==> src/rtl/shift_arbiter_pkg.sv <==
// Shared definitions for the shift arbiter: FSM states, shift direction
// encoding and datapath widths.
package shift_arbiter_pkg;

    localparam int DATA_W = 16;
    localparam int AMT_W  = 4;

    typedef enum logic [1:0] {
        ST_IDLE = 2'd0,
        ST_EXEC = 2'd1,
        ST_RESP = 2'd2
    } state_t;

    localparam logic DIR_LEFT  = 1'b1;
    localparam logic DIR_RIGHT = 1'b0;

endpackage

==> src/rtl/shift_arbiter_if.sv <==
// Request/response bundle between the requesters, the consumer and the
// shared shift arbiter. The arbiter uses the slave modport.
interface shift_arbiter_if import shift_arbiter_pkg::*; #(
    parameter int NREQ = 2,
    parameter int IDW  = 2
);
    logic [NREQ-1:0]        req_valid;
    logic [NREQ-1:0]        req_ready;
    logic [NREQ*DATA_W-1:0] req_data;
    logic [NREQ*AMT_W-1:0]  req_amt;
    logic [NREQ-1:0]        req_lr;
    logic                   rsp_valid;
    logic                   rsp_ready;
    logic [DATA_W-1:0]      rsp_data;
    logic [IDW-1:0]         rsp_id;
    logic                   busy;

    modport master (
        output req_valid, req_data, req_amt, req_lr, rsp_ready,
        input  req_ready, rsp_valid, rsp_data, rsp_id, busy
    );

    modport slave (
        input  req_valid, req_data, req_amt, req_lr, rsp_ready,
        output req_ready, rsp_valid, rsp_data, rsp_id, busy
    );
endinterface

==> src/rtl/shift16_core.sv <==
// Combinational 16-bit logarithmic shifter: four stages of 1, 2, 4 and 8
// bits, zero fill in both directions.
module shift16_core import shift_arbiter_pkg::*; (
    input  logic [DATA_W-1:0] din,
    input  logic [AMT_W-1:0]  amt,
    input  logic              lr,
    output logic [DATA_W-1:0] dout
);
    logic [DATA_W-1:0] stage1_s;
    logic [DATA_W-1:0] stage2_s;
    logic [DATA_W-1:0] stage4_s;
    logic [DATA_W-1:0] stage8_s;

    // Each stage shifts by its power of two when the matching amount bit is set.
    always_comb begin
        stage1_s = din;
        stage2_s = din;
        stage4_s = din;
        stage8_s = din;

        if (amt[0]) begin
            stage1_s = (lr == DIR_LEFT) ? {din[14:0], 1'b0} : {1'b0, din[15:1]};
        end else begin
            stage1_s = din;
        end

        if (amt[1]) begin
            stage2_s = (lr == DIR_LEFT) ? {stage1_s[13:0], 2'b00} : {2'b00, stage1_s[15:2]};
        end else begin
            stage2_s = stage1_s;
        end

        if (amt[2]) begin
            stage4_s = (lr == DIR_LEFT) ? {stage2_s[11:0], 4'h0} : {4'h0, stage2_s[15:4]};
        end else begin
            stage4_s = stage2_s;
        end

        if (amt[3]) begin
            stage8_s = (lr == DIR_LEFT) ? {stage4_s[7:0], 8'h00} : {8'h00, stage4_s[15:8]};
        end else begin
            stage8_s = stage4_s;
        end
    end

    assign dout = stage8_s;

endmodule

==> src/rtl/shift_arbiter.sv <==
// Round-robin arbiter sharing one 16-bit shifter between NREQ requesters.
// One operation in flight: IDLE (grant) -> EXEC (shift) -> RESP (hold result).
module shift_arbiter import shift_arbiter_pkg::*; #(
    parameter int NREQ = 2,
    parameter int IDW  = 2
) (
    input  logic           clk,
    input  logic           rst_n,
    shift_arbiter_if.slave bus
);
    state_t              state_r;
    logic [IDW-1:0]      last_grant_r;
    logic [DATA_W-1:0]   op_data_r;
    logic [AMT_W-1:0]    op_amt_r;
    logic                op_lr_r;
    logic [IDW-1:0]      op_id_r;
    logic                rsp_valid_r;
    logic [DATA_W-1:0]   rsp_data_r;
    logic [IDW-1:0]      rsp_id_r;
    logic                busy_r;

    logic [NREQ-1:0]     grant_s;
    logic [IDW-1:0]      win_id_s;
    logic [DATA_W-1:0]   sel_data_s;
    logic [AMT_W-1:0]    sel_amt_s;
    logic                sel_lr_s;
    logic [DATA_W-1:0]   shift_out_s;

    // Round-robin pick: priority distance of requester j is how far it sits
    // after the last winner; the valid requester with the smallest distance wins.
    function automatic logic [NREQ-1:0] rr_pick(input logic [NREQ-1:0] valid,
                                                 input logic [IDW-1:0]  last);
        logic [NREQ-1:0] grant;
        logic            found;
        logic            hit;
        grant = {NREQ{1'b0}};
        found = 1'b0;
        for (int d = 0; d < NREQ; d++) begin
            for (int j = 0; j < NREQ; j++) begin
                hit      = valid[j] & ~found &
                           (((j - int'(last) - 1 + 2 * NREQ) % NREQ) == d);
                grant[j] = grant[j] | hit;
                found    = found | hit;
            end
        end
        return grant;
    endfunction

    assign grant_s = rr_pick(bus.req_valid, last_grant_r);

    // Encode the one-hot winner and mux its operands; unused ids stay zero.
    always_comb begin
        win_id_s   = {IDW{1'b0}};
        sel_data_s = {DATA_W{1'b0}};
        sel_amt_s  = {AMT_W{1'b0}};
        sel_lr_s   = 1'b0;
        for (int j = 0; j < NREQ; j++) begin
            win_id_s   = win_id_s   | (grant_s[j] ? IDW'(j) : {IDW{1'b0}});
            sel_data_s = sel_data_s | (grant_s[j] ? bus.req_data[DATA_W*j +: DATA_W] : {DATA_W{1'b0}});
            sel_amt_s  = sel_amt_s  | (grant_s[j] ? bus.req_amt[AMT_W*j +: AMT_W]    : {AMT_W{1'b0}});
            sel_lr_s   = sel_lr_s   | (grant_s[j] & bus.req_lr[j]);
        end
    end

    shift16_core u_core (
        .din  (op_data_r),
        .amt  (op_amt_r),
        .lr   (op_lr_r),
        .dout (shift_out_s)
    );

    // Control FSM: grant and capture in IDLE, register the shift in EXEC,
    // hold the response in RESP until the consumer takes it.
    always_ff @(posedge clk or negedge rst_n) begin
        if (!rst_n) begin
            state_r      <= ST_IDLE;
            last_grant_r <= IDW'(NREQ - 1);
            op_data_r    <= {DATA_W{1'b0}};
            op_amt_r     <= {AMT_W{1'b0}};
            op_lr_r      <= 1'b0;
            op_id_r      <= {IDW{1'b0}};
            rsp_valid_r  <= 1'b0;
            rsp_data_r   <= {DATA_W{1'b0}};
            rsp_id_r     <= {IDW{1'b0}};
            busy_r       <= 1'b0;
        end else begin
            case (state_r)
                ST_IDLE: begin
                    if (|grant_s) begin
                        state_r      <= ST_EXEC;
                        busy_r       <= 1'b1;
                        op_data_r    <= sel_data_s;
                        op_amt_r     <= sel_amt_s;
                        op_lr_r      <= sel_lr_s;
                        op_id_r      <= win_id_s;
                        last_grant_r <= win_id_s;
                    end else begin
                        state_r <= ST_IDLE;
                    end
                end
                ST_EXEC: begin
                    state_r     <= ST_RESP;
                    rsp_valid_r <= 1'b1;
                    rsp_data_r  <= shift_out_s;
                    rsp_id_r    <= op_id_r;
                end
                ST_RESP: begin
                    if (bus.rsp_ready) begin
                        state_r     <= ST_IDLE;
                        rsp_valid_r <= 1'b0;
                        busy_r      <= 1'b0;
                    end else begin
                        state_r <= ST_RESP;
                    end
                end
                default: begin
                    state_r     <= ST_IDLE;
                    rsp_valid_r <= 1'b0;
                    busy_r      <= 1'b0;
                end
            endcase
        end
    end

    assign bus.req_ready = (state_r == ST_IDLE) ? grant_s : {NREQ{1'b0}};
    assign bus.rsp_valid = rsp_valid_r;
    assign bus.rsp_data  = rsp_data_r;
    assign bus.rsp_id    = rsp_id_r;
    assign bus.busy      = busy_r;

endmodule

==> src/flat_wrapper.sv <==
// flat-port wrapper written by rule: the top's interface ports become plain ports
module shift_arbiter_flat import shift_arbiter_pkg::*;
#(
    parameter int NREQ = 2,
    parameter int IDW  = 2
)
  (clk, rst_n, bus_req_valid, bus_req_data, bus_req_amt, bus_req_lr, bus_rsp_ready, bus_req_ready, bus_rsp_valid, bus_rsp_data, bus_rsp_id, bus_busy);
  shift_arbiter_if #(.NREQ(NREQ), .IDW(IDW)) bus_i ();
  input  logic clk;
  input  logic rst_n;
  input wire logic [$bits(bus_i.req_valid)-1:0] bus_req_valid;
  input wire logic [$bits(bus_i.req_data)-1:0] bus_req_data;
  input wire logic [$bits(bus_i.req_amt)-1:0] bus_req_amt;
  input wire logic [$bits(bus_i.req_lr)-1:0] bus_req_lr;
  input wire logic [$bits(bus_i.rsp_ready)-1:0] bus_rsp_ready;
  output wire logic [$bits(bus_i.req_ready)-1:0] bus_req_ready;
  output wire logic [$bits(bus_i.rsp_valid)-1:0] bus_rsp_valid;
  output wire logic [$bits(bus_i.rsp_data)-1:0] bus_rsp_data;
  output wire logic [$bits(bus_i.rsp_id)-1:0] bus_rsp_id;
  output wire logic [$bits(bus_i.busy)-1:0] bus_busy;
  assign bus_i.req_valid = bus_req_valid;
  assign bus_i.req_data = bus_req_data;
  assign bus_i.req_amt = bus_req_amt;
  assign bus_i.req_lr = bus_req_lr;
  assign bus_i.rsp_ready = bus_rsp_ready;
  assign bus_req_ready = bus_i.req_ready;
  assign bus_rsp_valid = bus_i.rsp_valid;
  assign bus_rsp_data = bus_i.rsp_data;
  assign bus_rsp_id = bus_i.rsp_id;
  assign bus_busy = bus_i.busy;
  shift_arbiter #(.NREQ(NREQ), .IDW(IDW)) u_core (.clk(clk), .rst_n(rst_n), .bus(bus_i));
endmodule
==> config.mk <==
export PLATFORM = sky130hd
export DESIGN_NAME = shift_arbiter_flat
export DESIGN_NICKNAME = d
export VERILOG_FILES = /design/src/rtl/shift_arbiter_pkg.sv /design/src/rtl/shift_arbiter_if.sv /design/src/rtl/shift16_core.sv /design/src/rtl/shift_arbiter.sv /design/src/flat_wrapper.sv
export SDC_FILE = /design/constraint.sdc
export NUM_CORES = 1
export LEC_CHECK = 0
export ABC_CLOCK_PERIOD_IN_PS = 3310
export CAP_MARGIN = 20
export CORE_UTILIZATION = 56
export DETAILED_ROUTE_END_ITERATION = 8
export GPL_TIMING_DRIVEN = 1
export PLACE_DENSITY_LB_ADDON = 0.12
export SLEW_MARGIN = 20
export SYNTH_ARGS = -nofsm -noshare
export SYNTH_HDL_FRONTEND = slang
export SYNTH_SLANG_ARGS = --single-unit
==> constraint.sdc <==
create_clock -name clk -period 3.31 [get_ports clk]
set_input_delay 0.662 -clock clk [delete_from_list [all_inputs] [get_ports clk]]
set_output_delay 0.662 -clock clk [all_outputs]
set_load 0.005 [all_outputs]
== After elaboration in Yosys (flattened, before gate mapping) ==
Index checks and enable logic that the tools add are counted.

* Muxes and demuxes: 21
* Reductions and logical operators: 7
* Add/sub/neg operators: 6
* Bitwise gates (word level): 23
* Equality and inequality tests: 6

{| class="wikitable"
|+ Operator list
! kind !! number
|-
| 2-to-1 mux 16 bit || 10
|-
| adder 32 x 4 -> 32 bit, second input constant || 2
|-
| zero test 32 bit || 2
|-
| subtractor 32 x 2 -> 32 bit, second input constant || 1
|-
| OR 16 bit || 1
|-
| bitwise AND 1 bit || 11
|-
| 2-to-1 mux 4 bit || 2
|-
| == test 2 bit, second input constant || 3
|-
| case mux 1 bit (3 select lines) || 2
|-
| case mux 2 bit (3 select lines) || 1
|-
| subtractor 1 x 2 -> 3 bit, first input constant || 2
|-
| inverter 1 bit || 5
|-
| OR 1 bit || 5
|-
| 2-to-1 mux 1 bit || 4
|-
| 2-to-1 mux 2 bit || 2
|-
| OR 4 bit || 1
|-
| AND reduction 2 bit || 2
|-
| subtractor 3 x 2 -> 4 bit, second input constant || 1
|-
| AND reduction 3 bit || 1
|-
| == test 2 x 1 -> 1 bit, second input constant || 1
|-
| zero test 2 bit || 1
|-
| inequality test 2 x 1 -> 1 bit, second input constant || 1
|-
| inequality test 2 bit, second input constant || 1
|-
| OR reduction 2 bit || 1
|}

* Input port bits: 47
* Output and inout bits: 22
* Word-level logic and storage cells: 73
* Flip-flop bits (word level): 47

== Longest topological paths before layout ==
Gate-level depths: netlist of run 1.

* Depth after elaboration: 21
* Depth in mapped cells: 8
* Gate-level depth less buffers: 5

== Hierarchy ==
Synthesis of run 1 repeated with hierarchy kept, for this count alone.

* Cell total of the unflattened synthesis: 380
* Area total of the unflattened synthesis: 3587.2 um^2

{| class="wikitable"
|+ Modules (own cells, without submodules)
! module !! seq. area each (um^2) !! cells each !! times used !! area each (um^2)
|-
| shift_arbiter || 1102.3 || 158 || 1 || 1974.4
|-
| shift16_core || 0.0 || 222 || 1 || 1612.8
|}

== Worst setup path before layout of run 1 ==
OpenSTA, ideal clock, no wires.

* Path kind: input to output
* Start point: in bus_req_valid[0]
* End point: out bus_req_ready[0]
* Path slack: 1.492 ns
* Stages on the path: 3
* Data arrival time: 1.156 ns
* Path buffers: 0
* Required time: 2.648 ns
* Path through: a21boi_0 > nand2_1 > inv_1

* Cells in the longest elaborated chain, start to end: 10

{| class="wikitable"
|+ Ends and longest elaborated chain
! what !! line !! source
|-
| start, declared || flat_wrapper.sv:11 || <nowiki>input wire logic [$bits(bus_i.req_valid)-1:0] bus_req_valid;</nowiki>
|-
| bitwise AND 1 bit || shift_arbiter.sv:40 || <nowiki>hit = valid[j] & ~found &</nowiki>
|-
| inverter 1 bit || shift_arbiter.sv:40 ||
|-
| bitwise AND 1 bit (2 in series) || shift_arbiter.sv:40 ||
|-
| OR 1 bit || shift_arbiter.sv:43 || <nowiki>found = found | hit;</nowiki>
|-
| inverter 1 bit || shift_arbiter.sv:40 ||
|-
| bitwise AND 1 bit (2 in series) || shift_arbiter.sv:40 ||
|-
| OR 1 bit * || shift_arbiter.sv:42 || <nowiki>grant[j] = grant[j] | hit;</nowiki>
|-
| 2-to-1 mux 2 bit * || shift_arbiter.sv:125 || <nowiki>assign bus.req_ready = (state_r == ST_IDLE) ? grant_s : {NREQ{1'b0}};</nowiki>
|-
| end, declared || flat_wrapper.sv:16 || <nowiki>output wire logic [$bits(bus_i.req_ready)-1:0] bus_req_ready;</nowiki>
|}

Mark *: on every way between the ends. The rest lies on a longest branch, timed or not.

== Worst setup path in the final report of run 1 ==
* Start point: in bus_req_valid[1]
* End point: out bus_req_ready[1]

* Cells in the longest elaborated chain, start to end: 12

{| class="wikitable"
|+ Ends and longest elaborated chain
! what !! line
|-
| bitwise AND 1 bit (2 in series) || shift_arbiter.sv:40
|-
| OR 1 bit || shift_arbiter.sv:43
|-
| inverter 1 bit || shift_arbiter.sv:40
|-
| bitwise AND 1 bit (2 in series) || shift_arbiter.sv:40
|-
| OR 1 bit || shift_arbiter.sv:43
|-
| inverter 1 bit || shift_arbiter.sv:40
|-
| bitwise AND 1 bit (2 in series) || shift_arbiter.sv:40
|-
| OR 1 bit * || shift_arbiter.sv:42
|-
| 2-to-1 mux 2 bit * || shift_arbiter.sv:125
|}

Marks and branches as above.

==> results.sh, run 1 <==
export IMPL_status="finished clean"
export IMPL_worstSkewPairLatency_ps=300
export IMPL_rsz0062_at_grt="false"
export IMPL_pwr_share_comb_pct=60.4
export IMPL_fmaxAchievable_mhz=359.0
export IMPL_cts_made_buffers=5
export IMPL_crit_required_ps=2650
export IMPL_core_rowCount=27
export IMPL_cts_hold_buf=0
export IMPL_p_sw_uw=1990
export IMPL_max_slew_margin_rel_pct=35.97
export IMPL_cts_setup_buffers=0
export IMPL_drt_wl_total_um=8743
export IMPL_cp_end_kind="output pin"
export IMPL_drt_iter0_markers=298
export IMPL_n_antenna_cell=0
export IMPL_slowest_delay_ps=530
export IMPL_synth_cell_types=55
export IMPL_synth_edf_count=0
export IMPL_multi_input_comb_area_um2=1956
export IMPL_tns_ps=0
export IMPL_hold_slack_ps=489.2
export IMPL_synth_top_family_by_area="compound AO/OA/AOI/OAI gates"
export IMPL_slew_viol_final=0
export IMPL_power_density_nw_per_um2=1026
export IMPL_layout_area_seq_um2=1104
export IMPL_layout_min_cycle_time_ps=2786
export IMPL_grt_overflow=0
export IMPL_instances_no_fill=492
export IMPL_grt_max_degree=45
export IMPL_netSwitchingFraction_pct=47.93
export IMPL_cts_htree_levels=2
export IMPL_synth_xor_area_share_pct=0
export IMPL_path_clk_slew_ps=80
export IMPL_grt_pass1_wl_um=14970
export IMPL_dieHeight_um=78.72
export IMPL_yosysTopAreaCell="dfrtp_1"
export IMPL_die_area_um2=6196
export IMPL_ios=69
export IMPL_synth_compound_area_share_pct=33.30
export IMPL_routabilityCongestion=0.9571
export IMPL_synthSimpleGateAreaFrac_pct=12.87
export IMPL_ys_warn_count=0
export IMPL_finalPower_uw=4152
export IMPL_dp_cells=484
export IMPL_grt_pass1_vias=2957
export IMPL_power_share_sequential_pct=29.7
export IMPL_critPathArrivalTime_ps=2120
export IMPL_period_share_pct=84.16
export IMPL_hpwl_um=6323
export IMPL_synth_area_per_cell_um2=8.859
export IMPL_ys_flop_type="dfrtp_1"
export IMPL_drc=0
export IMPL_worst_pin_slew_ps=960.5
export IMPL_cts_repair_resized=0
export IMPL_netlist_area_um2=3296
export IMPL_detail_route_first_pass_iterations=5
export IMPL_syn_instance_count=372
export IMPL_slowest_stage="clkdlybuf4s50_1"
export IMPL_cts_root_buffer="clkbuf_8"
export IMPL_clockPowerShare_pct=9.9
export IMPL_cts_tree="yes"
export IMPL_antenna_found_initial=0
export IMPL_p_leak_uw=0.001610
export IMPL_synth_seq_cells=44
export IMPL_path_cells="clkdlybuf4s50_1, a21boi_1, and2_1, clkdlybuf4s50_1"
export IMPL_fillers=442
export IMPL_ys_async_sr_fraction_pct=100.0
export IMPL_grt_total_usage_pct=30.86
export IMPL_ant_nets=0
export IMPL_worstPathMaxFanout=4
export IMPL_synthTopCellsByArea="dfrtp_1, mux2i_1, nand2_1"
export IMPL_p_int_uw=2162
export IMPL_fin_skew_ps=5.987
export IMPL_start_util_pct=59.12
export IMPL_syn2layout_area_growth_pct=22.82
export IMPL_synth_nets=419
export IMPL_drive_gt1_share_pct=9.762
export IMPL_cpMostUsedCell="clkdlybuf4s50_1"
export IMPL_hold_violations=0
export IMPL_cts_sinks=44
export IMPL_io_buffers=67
export IMPL_clk_path_buf_depth=2
export IMPL_maxCapViolCount=0
export IMPL_synth_mux_area_share_pct=12.95
export IMPL_min_path_type="reg2reg"
export IMPL_coreArea_um2=5574
export IMPL_vias_per_cell=6.433
export IMPL_synth_top_area_share_pct=32.65
export IMPL_synth_sequential_area_ratio_pct=33.45
export IMPL_synth_fa_ha_area_share_pct=0
export IMPL_worstSetupPathType="in2out"
export IMPL_via_count=3165
export IMPL_start_kind="primary input"
export IMPL_die_w_um=78.72
export IMPL_avgRoutedWirePerCell_um=17.77
export IMPL_layout_nets=466
export IMPL_ir_drop_uv=535.4
export IMPL_report_final_setup_viol=0
[worst max-delay path: cells and delay by family]
family / cells / cell delay (ps)
buffers and inverters: 2 / 1050
AND/OR/NAND/NOR: 1 / 200
AO/OA/AOI/OAI: 1 / 220
[power groups by stage]
| stage | combinational [uW] | clock, uW | sequential [uW] |
|---|---|---|---|
| floorplan | 1980 | 0 | 982 |
| global placement | 2430 | 0 | 1220 |
| detailed placement | 2460 | 0 | 1240 |
| CTS | 2470 | 416 | 1220 |
| global route | 2760 | 433 | 1280 |
| finish | 2510 | 409 | 1230 |
[layout make-up]
type                       count  share of cell area [%]
clock buffer                   6                   1.793
clock inverter                 2                  0.8655
inverter                      10                  0.9274
multi-input combinational    281                   48.32
sequential                    44                   27.26
tap                           72                   2.226
timing repair buffer          77                   18.61
[routing by layer]
metal / track usage [%] / share of wire (%) / vias up
met5: 0 / 0 / -
li1: - / - / 1515
met1: 43.39 / 44 / 1488
met2: 48.70 / 47 / 148
met4: 9.259 / 1.6 / 0
met3: 5.057 / 6.7 / 14
[cells in the final DEF (no fill, tap or decap), types with 7 or more instances in the layout]
cell	netlist	final
a21oi_1	22	22
a221oi_1	7	7
nor3_1	13	13
o22ai_1	10	10
a221o_1	7	7
nor2_1	23	23
a22oi_1	15	15
nand2_1	42	42
clkdlybuf4s50_1	0	66
o21ai_0	22	22
a211oi_2	7	7
mux2i_1	28	28
dfrtp_1	43	42
buf_4	3	9
inv_1	9	9
a211oi_1	13	13
[per-stage QoR]
stage	utilization (%)	cell area [um^2]	worst slack, ps
global placement	70.68	3940	584.8
finish	72.62	4048	524.3
detailed placement	70.68	3940	532.4
floorplan	-	3296	1492
CTS	72.62	4048	522.4
global route	72.62	4048	387.9
[registers in the layout (all words and copies together), names as in the netlist]
signal                flops
u_core.bus.busy           1
u_core.bus.rsp_data      16
u_core.bus.rsp_id         1
u_core.bus.rsp_valid      1
u_core.last_grant_r       1
u_core.op_amt_r           4
u_core.op_data_r         16
u_core.op_id_r            1
u_core.op_lr_r            1
u_core.state_r            2
[path summary, 6_finish.rpt]
check,startpoint,end,slack [ps],cells past startpoint
max,bus_req_valid[1],bus_req_ready[1],520,4
min,u_core.bus.rsp_id[0]$_DFFE_PN0P_,u_core.bus.rsp_id[0]$_DFFE_PN0P_,490,2
max reg2reg,u_core.op_lr_r$_DFFE_PN0P_,u_core.bus.rsp_data[12]$_DFFE_PN0P_,760,6
min reg2reg,u_core.bus.rsp_id[0]$_DFFE_PN0P_,u_core.bus.rsp_id[0]$_DFFE_PN0P_,490,2
max in group asynchronous,rst_n,u_core.op_amt_r[0]$_DFFE_PN0P_,2140,1
min in group asynchronous,rst_n,u_core.bus.rsp_valid$_DFFE_PN0P_,510,1
[Yosys cell counts (all sizes together) (3+ instances only)]
library cell,number
mux2i,28
o211ai,4
nor2,23
nor3,13
o22ai,11
nor2b,4
a21boi,3
a21o,3
o21ai,24
a21oi,25
nand3,6
a221oi,7
dfrtp,43
nand2b,5
buf,20
a211o,4
a211oi,20
a31oi,3
inv,10
clkbuf,17
o22a,4
nand2,42
mux4,6
a22oi,15
a221o,7
a2111oi,4
[cells by family after synthesis]
logic type,Yosys count
AO/OA/AOI/OAI,148
multiplexers,35
flip-flops,44
other,1
buffers and inverters,47
AND/OR/NAND/NOR,97
Note: power is estimated with default switching activity, not from simulation.
==> run 2, diff against run 1 <==
ABC_CLOCK_PERIOD_IN_PS = 2550   (was 3310)
CORE_UTILIZATION = 47   (was 56)
clock period = 2.55 ns   (was 3.31 ns; I/O delays follow)
==> run 2 against run 1 <==
  * The run now ends with design-rule violations left
  * Routed wire length rose by 6.4%
  * Global-route usage down 3.8 points
  * Final cell count grew 7.3%
  * Worst setup slack lost 450 ps
==> results.sh, run 2 (synthesis gave the netlist of run 1 again) <==
export IMPL_status="complete, but fails checks"
export IMPL_violations="design-rule violations"
export IMPL_path_depth=5
export IMPL_fin_util_pct=61.05
export IMPL_startpoint="bus_req_valid[0]"
export IMPL_placed_area_um2=4048
export IMPL_worstSkewPairLatency_ps=310
export IMPL_core_rowCount=30
export IMPL_final_common_cell="clkdlybuf4s50_1"
export IMPL_layout_nets=478
export IMPL_cts_root_buffer="clkbuf_8"
export IMPL_ir_drop_uv=512.3
export IMPL_crit_buf_inv=3
export IMPL_start_kind="primary input"
export IMPL_timing_rr_start="u_core.op_lr_r$_DFFE_PN0P_"
export IMPL_worst_pin_slew_ps=724.1
export IMPL_slowest_delay_ps=550
export IMPL_final_cell_mix="clkdlybuf4s50_1, nand2_1, dfrtp_1, mux2i_1, nor2_1"
export IMPL_n_antenna_cell=0
export IMPL_rrSetupSlack_ps=380
export IMPL_grt_pass1_vias=3007
export IMPL_reg2reg_depth=6
export IMPL_routabilityCongestion=0.8721
export IMPL_rsz0062_at_grt="true"
export IMPL_via_count=3178
export IMPL_cp_end_kind="output pin"
export IMPL_clk_path_buf_depth=2
export IMPL_antenna_found_initial=0
export IMPL_min_path_type="in2async"
export IMPL_die_area_um2=7350
export IMPL_cts_repair_resized=0
export IMPL_cts_htree_levels=2
export IMPL_crit_required_ps=2040
export IMPL_avgRoutedWirePerCell_um=17.62
export IMPL_rr_endpoint="u_core.bus.rsp_data[6]$_DFFE_PN0P_"
export IMPL_cts_hold_buf=0
export IMPL_tns_ps=0
export IMPL_ant_nets=0
export IMPL_cp_top_family="buffers and inverters"
export IMPL_drt_iter0_markers=207
export IMPL_grt_overflow=0
export IMPL_drt_wl_total_um=9303
export IMPL_design_area_um2=4148
export IMPL_cpMostUsedCell="clkdlybuf4s50_1"
export IMPL_cts_setup_buffers=0
export IMPL_slowest_stage="clkdlybuf4s50_1"
export IMPL_worstSetupPathType="in2out"
export IMPL_syn2layout_area_growth_pct=25.85
export IMPL_io_buffers=67
export IMPL_detail_route_first_pass_iterations=7
export IMPL_cts_tree="yes"
export IMPL_grt_total_usage_pct=27.07
export IMPL_fillers=606
export IMPL_report_final_setup_viol=0
export IMPL_start_util_pct=48.51
export IMPL_cts_sinks=44
export IMPL_grt_max_degree=30
export IMPL_vias_per_cell=6.019
export IMPL_die_w_um=85.74
export IMPL_dieHeight_um=85.74
export IMPL_period_share_pct=97.18
export IMPL_path_clk_slew_ps=80
export IMPL_hpwl_um=7105
export IMPL_critPathArrivalTime_ps=1970
export IMPL_layout_min_cycle_time_ps=2478
export IMPL_fmaxAchievable_mhz=403.6
export IMPL_maxCapViolCount=0
export IMPL_drc=1
export IMPL_ios=69
export IMPL_hold_violations=0
export IMPL_p_leak_uw=0.001663
export IMPL_drive_gt1_share_pct=12.73
export IMPL_coreArea_um2=6794
export IMPL_power_density_nw_per_um2=1315
export IMPL_path_cells="clkdlybuf4s50_1, a21boi_1, nand2_1, inv_1, clkdlybuf4s50_1"
export IMPL_fin_skew_ps=9.614
export IMPL_cp_endpoint="bus_req_ready[0]"
export IMPL_max_slew_margin_rel_pct=51.72
export IMPL_grt_pass1_wl_um=15410
export IMPL_slew_viol_final=0
export IMPL_worstPathMaxFanout=4
export IMPL_cts_made_buffers=5
-- run 2: cell types whose count changed in the layout (fill, tap and decap cells not counted), sizes merged --
cell	previous run	this run
inv	10	11
bufinv	1	0
buf	11	23
-- run 2: per-stage QoR --
step	hold slack (ps)	std cells	setup WS [ps]	power [uW]
finish	184.8	528	72.01	5454
global route	236.6	528	-5.418	5887
CTS	196.7	528	73.99	5444
detailed placement	470.2	520	86.95	4951
global placement	462.4	520	128.1	4929
floorplan	214.4	372	823.6	3848
-- run 2: cell type report --
| cell class | instances | area (um^2) | area share, % |
|---|---|---|---|
| multi-input combinational | 281 | 1959 | 47.24 |
| timing repair buffer | 89 | 830.8 | 20.03 |
| sequential | 44 | 1104 | 26.61 |
| inverter | 10 | 37.54 | 0.9050 |
| tap | 96 | 120.1 | 2.896 |
| clock inverter | 2 | 13.76 | 0.3318 |
| clock buffer | 6 | 82.58 | 1.991 |
-- run 2: per-layer routing --
metal | track usage [%] | up-vias | part of all wire [%]
met4 | 9.697 | 0 | 2.4
met1 | 37.51 | 1503 | 45
li1 | - | 1530 | -
met2 | 44.00 | 128 | 47
met5 | 0 | - | 0
met3 | 2.984 | 17 | 5.5
-- run 2: power breakdown --
| group | total, uW | internal, uW | switching, uW |
|---|---|---|---|
| Clock | 480 | 222 | 258 |
| Combinational | 3450 | 1570 | 1870 |
| Sequential | 1520 | 1020 | 503 |
-- run 2: worst reg2reg max path, stage by stage, from the launching register on --
cell	delay, ps
dfrtp_1	640
buf_4	280
mux2i_1	220
a211oi_1	90
a31oi_1	410
a211oi_1	150
a221o_1	270
-- run 2: worst min path at each step --
stage	end	cells after the start	start
floorplan	u_core.bus.busy$_DFFE_PN0P_	0	rst_n
global placement	u_core.bus.rsp_id[0]$_DFFE_PN0P_	2	u_core.bus.rsp_id[0]$_DFFE_PN0P_
detailed placement	u_core.bus.rsp_valid$_DFFE_PN0P_	1	u_core.bus.rsp_valid$_DFFE_PN0P_
CTS	u_core.state_r[0]$_DFF_PN0_	1	rst_n
global route	u_core.op_data_r[1]$_DFFE_PN0P_	1	rst_n
finish	u_core.op_data_r[12]$_DFFE_PN0P_	1	rst_n
